<file path="src/rtl/player_motion_engine.sv">
// Steps the X/Y sprite positions of NUM_PLAYERS players once per game tick.
// Every candidate step is checked against the stage tile map before it is committed.
module player_motion_engine #(
  parameter int NUM_PLAYERS = 2,
  parameter int COORD_W     = 9,
  parameter int SPEED_W     = 5,
  parameter int TILE_SHIFT  = 4,
  parameter int X_MIN       = 72,
  parameter int X_MAX       = 232,
  parameter int Y_MIN       = 32,
  parameter int Y_MAX       = 192
) (
  input  logic                             clock,
  input  logic                             reset,
  input  logic                             tick,
  input  logic [NUM_PLAYERS-1:0]           xmov,
  input  logic [NUM_PLAYERS-1:0]           xdir,
  input  logic [NUM_PLAYERS-1:0]           ymov,
  input  logic [NUM_PLAYERS-1:0]           ydir,
  input  logic [NUM_PLAYERS*SPEED_W-1:0]   speed,
  input  logic [NUM_PLAYERS*COORD_W-1:0]   start_x,
  input  logic [NUM_PLAYERS*COORD_W-1:0]   start_y,
  output logic [NUM_PLAYERS*COORD_W-1:0]   pos_x,
  output logic [NUM_PLAYERS*COORD_W-1:0]   pos_y,
  output logic [NUM_PLAYERS-1:0]           moved,
  output logic                             busy,
  output logic                             overrun,
  output logic                             blk_query_valid,
  output logic [COORD_W-TILE_SHIFT-1:0]    blk_tile_x,
  output logic [COORD_W-TILE_SHIFT-1:0]    blk_tile_y,
  input  logic                             blk_resp_valid,
  input  logic                             blk_blocked
);

  localparam int EW = COORD_W + 1;
  localparam int TW = COORD_W - TILE_SHIFT;
  localparam int PW = (NUM_PLAYERS > 1) ? $clog2(NUM_PLAYERS) : 1;

  localparam logic [EW-1:0] XLO     = EW'(X_MIN);
  localparam logic [EW-1:0] XHI     = EW'(X_MAX);
  localparam logic [EW-1:0] YLO     = EW'(Y_MIN);
  localparam logic [EW-1:0] YHI     = EW'(Y_MAX);
  localparam logic [EW-1:0] TILE_M1 = EW'((1 << TILE_SHIFT) - 1);
  localparam logic [PW-1:0] LAST_P  = PW'(NUM_PLAYERS - 1);

  typedef enum logic [1:0] {IDLE, CALC, WAIT, DONE} state_t;

  state_t               state;
  logic [PW-1:0]        p;
  logic [COORD_W-1:0]   px [NUM_PLAYERS];
  logic [COORD_W-1:0]   py [NUM_PLAYERS];

  // Move controls captured at the tick; inputs are ignored until the next one.
  logic [NUM_PLAYERS-1:0] xmov_s, xdir_s, ymov_s, ydir_s;
  logic [SPEED_W-1:0]     spd_s [NUM_PLAYERS];

  logic [COORD_W-1:0]   cand_r;
  logic                 axis_x;

  // Candidate computation for the player currently in CALC.
  logic                 use_x, use_any, dir, step;
  logic [COORD_W-1:0]   cur, other;
  logic [EW-1:0]        lo, hi, other_lo, spd_e, sum, cand_e, lead;
  logic [TW-1:0]        mtile, otile;

  // NOTE: every always_comb output is given a value on all paths, so no latches form.
  always_comb begin
    use_x    = xmov_s[p];
    use_any  = xmov_s[p] | ymov_s[p];
    dir      = use_x ? xdir_s[p] : ydir_s[p];
    cur      = use_x ? px[p] : py[p];
    other    = use_x ? py[p] : px[p];
    lo       = use_x ? XLO : YLO;
    hi       = use_x ? XHI : YHI;
    other_lo = use_x ? YLO : XLO;
    spd_e    = EW'(spd_s[p]);
    sum      = {1'b0, cur} + spd_e;
    if (dir) cand_e = (sum > hi) ? hi : sum;
    else     cand_e = ({1'b0, cur} < lo + spd_e) ? lo : {1'b0, cur} - spd_e;
    // Leading edge is the far side of the sprite when moving up the axis.
    lead     = dir ? cand_e + TILE_M1 : cand_e;
    mtile    = TW'((lead - lo) >> TILE_SHIFT);
    otile    = TW'(({1'b0, other} - other_lo) >> TILE_SHIFT);
    step     = use_any && (cand_e != {1'b0, cur});
  end

  // NOTE: all state below is updated with non-blocking assignments only.
  always_ff @(posedge clock) begin
    if (reset) begin
      state           <= IDLE;
      p               <= '0;
      busy            <= 1'b0;
      overrun         <= 1'b0;
      moved           <= '0;
      blk_query_valid <= 1'b0;
      blk_tile_x      <= '0;
      blk_tile_y      <= '0;
      for (int i = 0; i < NUM_PLAYERS; i++) begin
        px[i] <= start_x[i*COORD_W +: COORD_W];
        py[i] <= start_y[i*COORD_W +: COORD_W];
      end
      // NOTE: snapshot and candidate registers are always written before use, so they carry no reset.
    end else begin
      moved   <= '0;
      overrun <= tick && (state != IDLE);
      case (state)
        IDLE: begin
          if (tick) begin
            xmov_s <= xmov;
            xdir_s <= xdir;
            ymov_s <= ymov;
            ydir_s <= ydir;
            for (int i = 0; i < NUM_PLAYERS; i++)
              spd_s[i] <= speed[i*SPEED_W +: SPEED_W];
            p     <= '0;
            busy  <= 1'b1;
            state <= CALC;
          end
        end
        CALC: begin
          if (step) begin
            cand_r          <= cand_e[COORD_W-1:0];
            axis_x          <= use_x;
            blk_tile_x      <= use_x ? mtile : otile;
            blk_tile_y      <= use_x ? otile : mtile;
            blk_query_valid <= 1'b1;
            state           <= WAIT;
          end else if (p == LAST_P) begin
            state <= DONE;
          end else begin
            p <= p + 1'b1;
          end
        end
        WAIT: begin
          if (blk_resp_valid) begin
            blk_query_valid <= 1'b0;
            if (!blk_blocked) begin
              if (axis_x) px[p] <= cand_r;
              else        py[p] <= cand_r;
              moved[p] <= 1'b1;
            end
            if (p == LAST_P) begin
              state <= DONE;
            end else begin
              p     <= p + 1'b1;
              state <= CALC;
            end
          end
        end
        DONE: begin
          busy  <= 1'b0;
          state <= IDLE;
        end
        default: state <= IDLE;
      endcase
    end
  end

  for (genvar g = 0; g < NUM_PLAYERS; g++) begin : g_pack
    assign pos_x[g*COORD_W +: COORD_W] = px[g];
    assign pos_y[g*COORD_W +: COORD_W] = py[g];
  end

endmodule

</file>
<file path="config.mk">
export PLATFORM = sky130hd
export DESIGN_NAME = player_motion_engine
export DESIGN_NICKNAME = d
export VERILOG_FILES = /design/src/rtl/player_motion_engine.sv
export SDC_FILE = /design/constraint.sdc
export NUM_CORES = 1
export LEC_CHECK = 0
export BUFFER_PORTS_ARGS = -buffer_cell sky130_fd_sc_hd__buf_2
export CORE_MARGIN = 2
export CORE_UTILIZATION = 40
export DETAILED_ROUTE_END_ITERATION = 10
export PLACE_DENSITY = 0.65
export SLEW_MARGIN = 20
export SYNTH_ARGS = -nofsm -noshare
export SYNTH_HDL_FRONTEND = slang
export SYNTH_SLANG_ARGS = --single-unit
</file>
<file path="constraint.sdc">
create_clock -name clock -period 15.9 [get_ports clock]
set_clock_uncertainty 0.1 [all_clocks]
set_input_delay 0 -clock clock [delete_from_list [all_inputs] [get_ports clock]]
set_output_delay 0 -clock clock [all_outputs]
set_load 0.01 [all_outputs]
</file>
Word-level counts from Yosys, hierarchy flattened
Memories as Yosys holds them, arrays and structs flattened. A register that Yosys moved wholly into a read port is not among the register bits.
Cells that the tools add are included.
{"block": "word_totals", "register_bits": 36, "ram_bits": 46, "out_inout_bits": 51, "word_cells": 127, "n_memories": 3}
{"memory": "px", "words": 2, "word_bits": 9, "read_ports": 3, "rd_ports_with_merged_regs": 1, "write_ports": 2, "line": "50", "source": "logic [COORD_W-1:0] px [NUM_PLAYERS];"}
{"memory": "py", "words": 2, "word_bits": 9, "read_ports": 3, "rd_ports_with_merged_regs": 1, "write_ports": 2, "line": "51", "source": "logic [COORD_W-1:0] py [NUM_PLAYERS];"}
{"memory": "spd_s", "words": 2, "word_bits": 5, "read_ports": 1, "rd_ports_with_merged_regs": 1, "write_ports": 2, "line": "55", "source": "logic [SPEED_W-1:0] spd_s [NUM_PLAYERS];"}
{"block": "op_classes", "add_sub_neg": 7, "n_lt_le_gt_ge": 4, "n_eq_ne": 9, "mux": 68, "n_bitwise": 4, "reduce_logical": 18}
{"op": "2-to-1 mux 1 bit", "n": 45}
{"op": "2-to-1 mux 9 bit", "n": 5}
{"op": "2-to-1 mux 10 bit", "n": 3}
{"op": "OR reduction 9 bit", "n": 2}
{"op": "subtractor 9 x 7 -> 9 bit", "n": 2}
{"op": "2-to-1 mux 7 bit", "n": 2}
{"op": "AND reduction 3 bit", "n": 4}
{"op": "adder 9 x 5 -> 10 bit", "n": 1}
{"op": "greater-than comparator 10 x 8 -> 1 bit", "n": 1}
{"op": "2-to-1 mux 2 bit", "n": 5}
{"op": "2-to-1 mux 5 bit", "n": 2}
{"op": "inequality test 10 x 9 -> 1 bit", "n": 1}
{"op": "subtractor 9 x 5 -> 10 bit", "n": 1}
{"op": "adder 9 x 4 -> 9 bit (second input constant)", "n": 1}
{"op": "< comparator 9 x 8 -> 1 bit", "n": 1}
{"op": "adder 7 x 5 -> 8 bit", "n": 1}
{"op": "inequality test 2 bit (second input constant)", "n": 4}
{"op": "case mux 2 bit (4 select lines)", "n": 1}
{"op": "2-to-1 mux 6 bit", "n": 1}
{"op": "nonzero test 2 bit", "n": 3}
{"op": "== test 2 bit (second input constant)", "n": 2}
{"op": "case mux 1 bit (2 select lines)", "n": 2}
{"op": "AND reduction 2 bit", "n": 2}
{"op": "AND reduction 4 bit", "n": 1}
{"op": "13 further kinds", "n": 17}

Logic depth before layout (Yosys ltp)
{"block": "logic_depth", "depth_word": 13, "ltp_mapped": 29, "mapped_depth_nobuf": 27}

Worst setup path after synthesis
Ideal clock, no wire load.
{"block": "synth_timing", "path_type": "register to register", "startpoint": "register with a tool-made name", "endpoint": "register blk_tile_x[2]", "setup_time_ns": 0.131, "arrival_ns": 6.099, "t_required_ns": 15.669, "setup_slack_ns": 9.570, "stages_incl_launch_ff": 28, "path_cell_list": "dfxtp_1 -> buf_4 -> buf_4 -> buf_1 -> mux4_2 -> ha_1 -> clkbuf_1 -> nor2_1 -> o31a_1 -> nor3_1 -> nor2_1 -> ha_1 -> nor3b_1 -> o211ai_1 -> o221ai_1 -> a2111oi_2 -> o31a_2 -> or4_1 -> o311a_4 -> a21oi_1 -> xor2_1 -> o21ai_0 -> ha_1 -> nor2b_1 -> a221o_1 -> a31o_2 -> o311ai_0 -> o21ai_1"}
{"item": "end signal, assigned", "line": "124", "source": "blk_tile_x <= use_x ? mtile : otile;"}
{"item": "end, declared", "line": "29", "source": "output logic [COORD_W-TILE_SHIFT-1:0] blk_tile_x,"}

Final worst setup path
{"block": "layout_timing", "startpoint": "register p", "endpoint": "register blk_tile_x[2]"}
{"block": "layout_via", "elab_chain_len": 11, "word_cells_on_any_way": 31, "classes_between": "6 x add/sub; 2 x order compare; 1 x eq/ne; 19 x mux; 1 x bitwise; 2 x reduce/logical"}
{"item": "start, declared", "line": "49", "source": "logic [PW-1:0] p;"}
{"item": "start signal, assigned", "line": "131", "source": "p <= p + 1'b1;"}
{"item": "start signal, assigned", "line": "145", "source": "p <= p + 1'b1;"}
{"item": "2-to-1 mux 1 bit (not written as such) (2 in a row)", "line": "68, 69"}
{"item": "2-to-1 mux 9 bit or 2-to-1 mux 7 bit (tied branches)", "line": "71, 73"}
{"item": "adder 9 x 5 -> 10 bit or adder 7 x 5 -> 8 bit (tied branches)", "line": "77, 79"}
{"item": "greater-than comparator 10 x 8 -> 1 bit or < comparator 9 x 8 -> 1 bit (tied branches)", "line": "78, 79"}
{"item": "2-to-1 mux 10 bit, on equally long branches", "line": "78, 79"}
{"item": "2-to-1 mux 10 bit", "line": "78", "source": "if (dir) cand_e = (sum > hi) ? hi : sum;"}
{"item": "adder 9 x 4 -> 9 bit", "line": "81", "source": "lead = dir ? cand_e + TILE_M1 : cand_e;"}
{"item": "2-to-1 mux 9 bit", "line": "81"}
{"item": "subtractor 9 x 7 -> 9 bit", "line": "82", "source": "mtile = TW'((lead - lo) >> TILE_SHIFT);"}
{"item": "2-to-1 mux 5 bit", "line": "124"}
Parallel ways exist; a longest one is shown, timed or not. The select of a mux whose other input is x is not followed.
A chain may end at the register's enable or synchronous reset.

==> flow_metrics.env <==
export IMPL_status="completed"
export IMPL_cts_root_buf="clkbuf_16"
export IMPL_setup_viol=0
export IMPL_num_antenna_cells=0
export IMPL_max_freq_ghz=0.133
export IMPL_cts_tree="built"
export IMPL_insertion_delay_ps=350
export IMPL_arrival_ps=7620
export IMPL_final_instance_count_excl_fill=878
export IMPL_async_reset_ff_frac=0
export IMPL_crit_family="compound AO/OA/AOI/OAI gates"
export IMPL_routed_wl_um=17500
export IMPL_chipWidth_um=124
export IMPL_min_period_over_period=0.472
export IMPL_rsz0062_at_grt="no"
export IMPL_p_int_uw=846
export IMPL_fillCellCount=1211
export IMPL_finalNetCount=780
export IMPL_cpPeakStageDelay_ps=600
export IMPL_end_kind="flip-flop"
export IMPL_num_rows=43
export IMPL_pwr_share_comb=0.677
export IMPL_area_growth_pct=27.8
export IMPL_endpoint="blk_tile_x[2]"
export IMPL_core_area_um2=13900
export IMPL_dieHeight_um=124
export IMPL_grt_use_total=0.235
export IMPL_antenna_found_initial=0
export IMPL_synth_area_um2=5750
export IMPL_avgSynthCellArea_um2=10.8
export IMPL_synth_cells=531
export IMPL_tightest_slew_ps=758
export IMPL_cp_max_fo=36
export IMPL_required_ps=16010
export IMPL_ff_latch_area_um2=2300
export IMPL_ir_worst_vdd_uv=115
export IMPL_relSlewSlack=0.490
export IMPL_finalInstanceArea_um2=7340
export IMPL_clock_sinks=83
export IMPL_routabilityCongestion=0.952
export IMPL_grt_max_degree=37
export IMPL_avgRoutedWirePerCell_um=20.0
export IMPL_finalPower_uw=1650
export IMPL_cp_depth=26
export IMPL_r2r_start="p"
export IMPL_period_needed_ps=7500
export IMPL_dr_wl_met3_um=1040
export IMPL_synth_seq_cells=83
export IMPL_drc=0
export IMPL_dr_total_vias=4982
export IMPL_clkTransAtPathRegs_ps=60
export IMPL_power_switching_uw=809
export IMPL_drive_gt1_frac=0.308
export IMPL_io_buffers=109
export IMPL_utilization=0.527
export IMPL_grt_ovfl_total=0
export IMPL_path_class="reg -> reg"
export IMPL_ys_warn_count=0
export IMPL_mostFrequentLayoutCells="109 x buf_2, 64 x edfxtp_1, 58 x dlygate4sd3_1"
export IMPL_yosys_most_used_dff="edfxtp_1"
export IMPL_r2r_slack_ps=8400
export IMPL_viasPerCell=5.67
export IMPL_grt_pass1_wl_um=26700
export IMPL_firstDrtPassIters=5
export IMPL_hold_viol_final=0
export IMPL_cts_buffers=9
export IMPL_cp_startpoint="p"
export IMPL_placedCellCount=804
export IMPL_synth_edf_count=64
export IMPL_power_density_nw_per_um2=225
export IMPL_cp_num_buf_inv=2
export IMPL_p_leak_uw=0.00290
export IMPL_grt_pass1_vias=4940
export IMPL_initial_core_util=0.412
export IMPL_critPathLaunchType="flip-flop"
export IMPL_r2r_cells=26
export IMPL_dpl_instance_area_um2=6450
export IMPL_layout_commonest_cell="buf_2"
export IMPL_multi_input_area_um2=3260
export IMPL_drv_cap=0
export IMPL_dieArea_um2=15300
export IMPL_synth_nets=618
export IMPL_ios=110
export IMPL_tns_ps=0
export IMPL_top_layer="met4"
export IMPL_min_path_type="in -> reg"
export IMPL_drv_slew=0
export IMPL_wl_met1_um=7310
export IMPL_pwr_share_clk=0.133
export IMPL_drt_iter0_markers=473
export IMPL_htree_num_levels=3
export IMPL_ctsLongestPathBuffers=2
export IMPL_yosysSeqAreaShare=0.401
export IMPL_switching_share=0.489
export IMPL_worstReg2RegEnd="blk_tile_x[2]"
export IMPL_cp_common_cell="ha_1"
export IMPL_antenna_left=0
export IMPL_p_seq_frac=0.190
export IMPL_route_met2_wl_um=8730
export IMPL_cpMaxStageDelayCell="dfxtp_1"
export IMPL_dp_hpwl_um=12800
export IMPL_synth_cell_type_count=83
export IMPL_cts_setup_buffers=0
==> Yosys cell counts, drive strengths merged (3+ instances only) <==
cell / instances / area share
o22ai: 4 / 0.0044
and2: 6 / 0.0070
or2: 3 / 0.0033
nor2b: 7 / 0.0076
a21boi: 5 / 0.0065
a21oi: 29 / 0.027
o21bai: 4 / 0.0052
nor2: 35 / 0.023
o311a: 4 / 0.0089
inv: 26 / 0.017
buf: 7 / 0.0072
nand3: 13 / 0.012
nand2b: 9 / 0.0098
clkbuf: 12 / 0.0078
o211ai: 5 / 0.0065
nand2: 37 / 0.024
o21ai: 24 / 0.021
xor2: 10 / 0.017
mux4: 6 / 0.024
mux2i: 19 / 0.037
and3: 5 / 0.0054
ha: 26 / 0.057
o31ai: 6 / 0.010
or3: 6 / 0.0074
dfxtp: 19 / 0.066
a211oi: 11 / 0.019
edfxtp: 64 / 0.33
nor3: 8 / 0.0089
mux2: 47 / 0.093
xnor2: 18 / 0.027
nor4: 3 / 0.0044
a31oi: 10 / 0.013
==> worst reg2reg max path, stage by stage (launching register included) <==
cell and delay (ps):
dfxtp_1 600, mux2i_4 290, buf_4 390, inv_4 230
mux4_2 440, ha_1 430, and3b_1 230, o31ai_1 400
a21oi_2 130, nor2_1 250, ha_1 240, nor3b_1 60
o211ai_1 90, o221ai_1 180, a21oi_1 460, o31ai_4 230
and2_1 260, o311a_4 360, a21oi_1 220, xor2_1 160
o21ai_0 110, ha_1 400, nor2b_1 180, a221o_1 310
a31o_2 220, o311ai_0 290, o21ai_1 110
==> power groups by stage <==
stage               registers, µW  logic, µW  clock network, µW
floorplan                     318        819                  0
global placement              316       1080                  0
detailed placement            318       1080                  0
CTS                           314       1100                225
global route                  319       1220                231
finish                        314       1120                220
==> kinds of logic (layout without fill, tap and decap cells) <==
kind of cell,Yosys count,in the layout,share of synthesized area
AOI/OAI and AO/OA,134,134,0.180
xor gates and xnor gates,28,28,0.0440
adders and majority gates,28,28,0.0636
buffers and inverters,46,213,0.0333
DFF,83,83,0.401
muxes,72,72,0.154
and+or+nand+nor,140,140,0.125
==> metal layers <==
metal  up-vias  track usage
li1       2340            -
met1      2421        0.296
met2       191        0.402
met3        30       0.0412
met4         0       0.0874
met5         -            0
==> cell type report <==
| cell class | instances | share of cell area |
|---|---|---|
| clock buffer | 9 | 0.0307 |
| clock inverter | 7 | 0.0111 |
| inverter | 27 | 0.0143 |
| multi-input combinational | 402 | 0.443 |
| sequential | 83 | 0.314 |
| tap | 180 | 0.0307 |
| timing repair buffer | 170 | 0.156 |
==> stage by stage <==
stage | setup WS [ps] | hold WS, ps
after floorplan | 9570 | -4.32
after global placement | 8850 | 78.8
after detailed placement | 8530 | 78.9
after CTS | 8480 | 246
after global routing | 7830 | 269
final | 8400 | 259
==> what timing repair did <==
action	in CTS	in global routing
hold buffers	58	0
gates resized for setup	0	0
hold endpoints to repair	66	0
==> sequential cells by signal, indices dropped and copies added (netlist names), named ones only <==
signal           count
px                  18
py                  18
spd_s               10
cand_r               9
blk_tile_x           5
blk_tile_y           5
moved                2
state                2
xdir_s               2
xmov_s               2
ydir_s               2
ymov_s               2
axis_x               1
blk_query_valid      1
busy                 1
overrun              1
p                    1
==> worst min path at each step <==
stage | depth (start not counted) | endpoint | slack (ps) | start
floorplan | 1 | moved[0] | -4 | reset
global placement | 1 | spd_s[0][3] | 80 | speed[3]
detailed placement | 1 | xmov_s[1] | 80 | xmov[1]
CTS | 2 | spd_s[0][0] | 250 | speed[0]
global route | 2 | spd_s[0][2] | 270 | speed[2]
finish | 2 | ydir_s[1] | 260 | ydir[1]
Note: power is estimated with default switching activity, not from simulation.
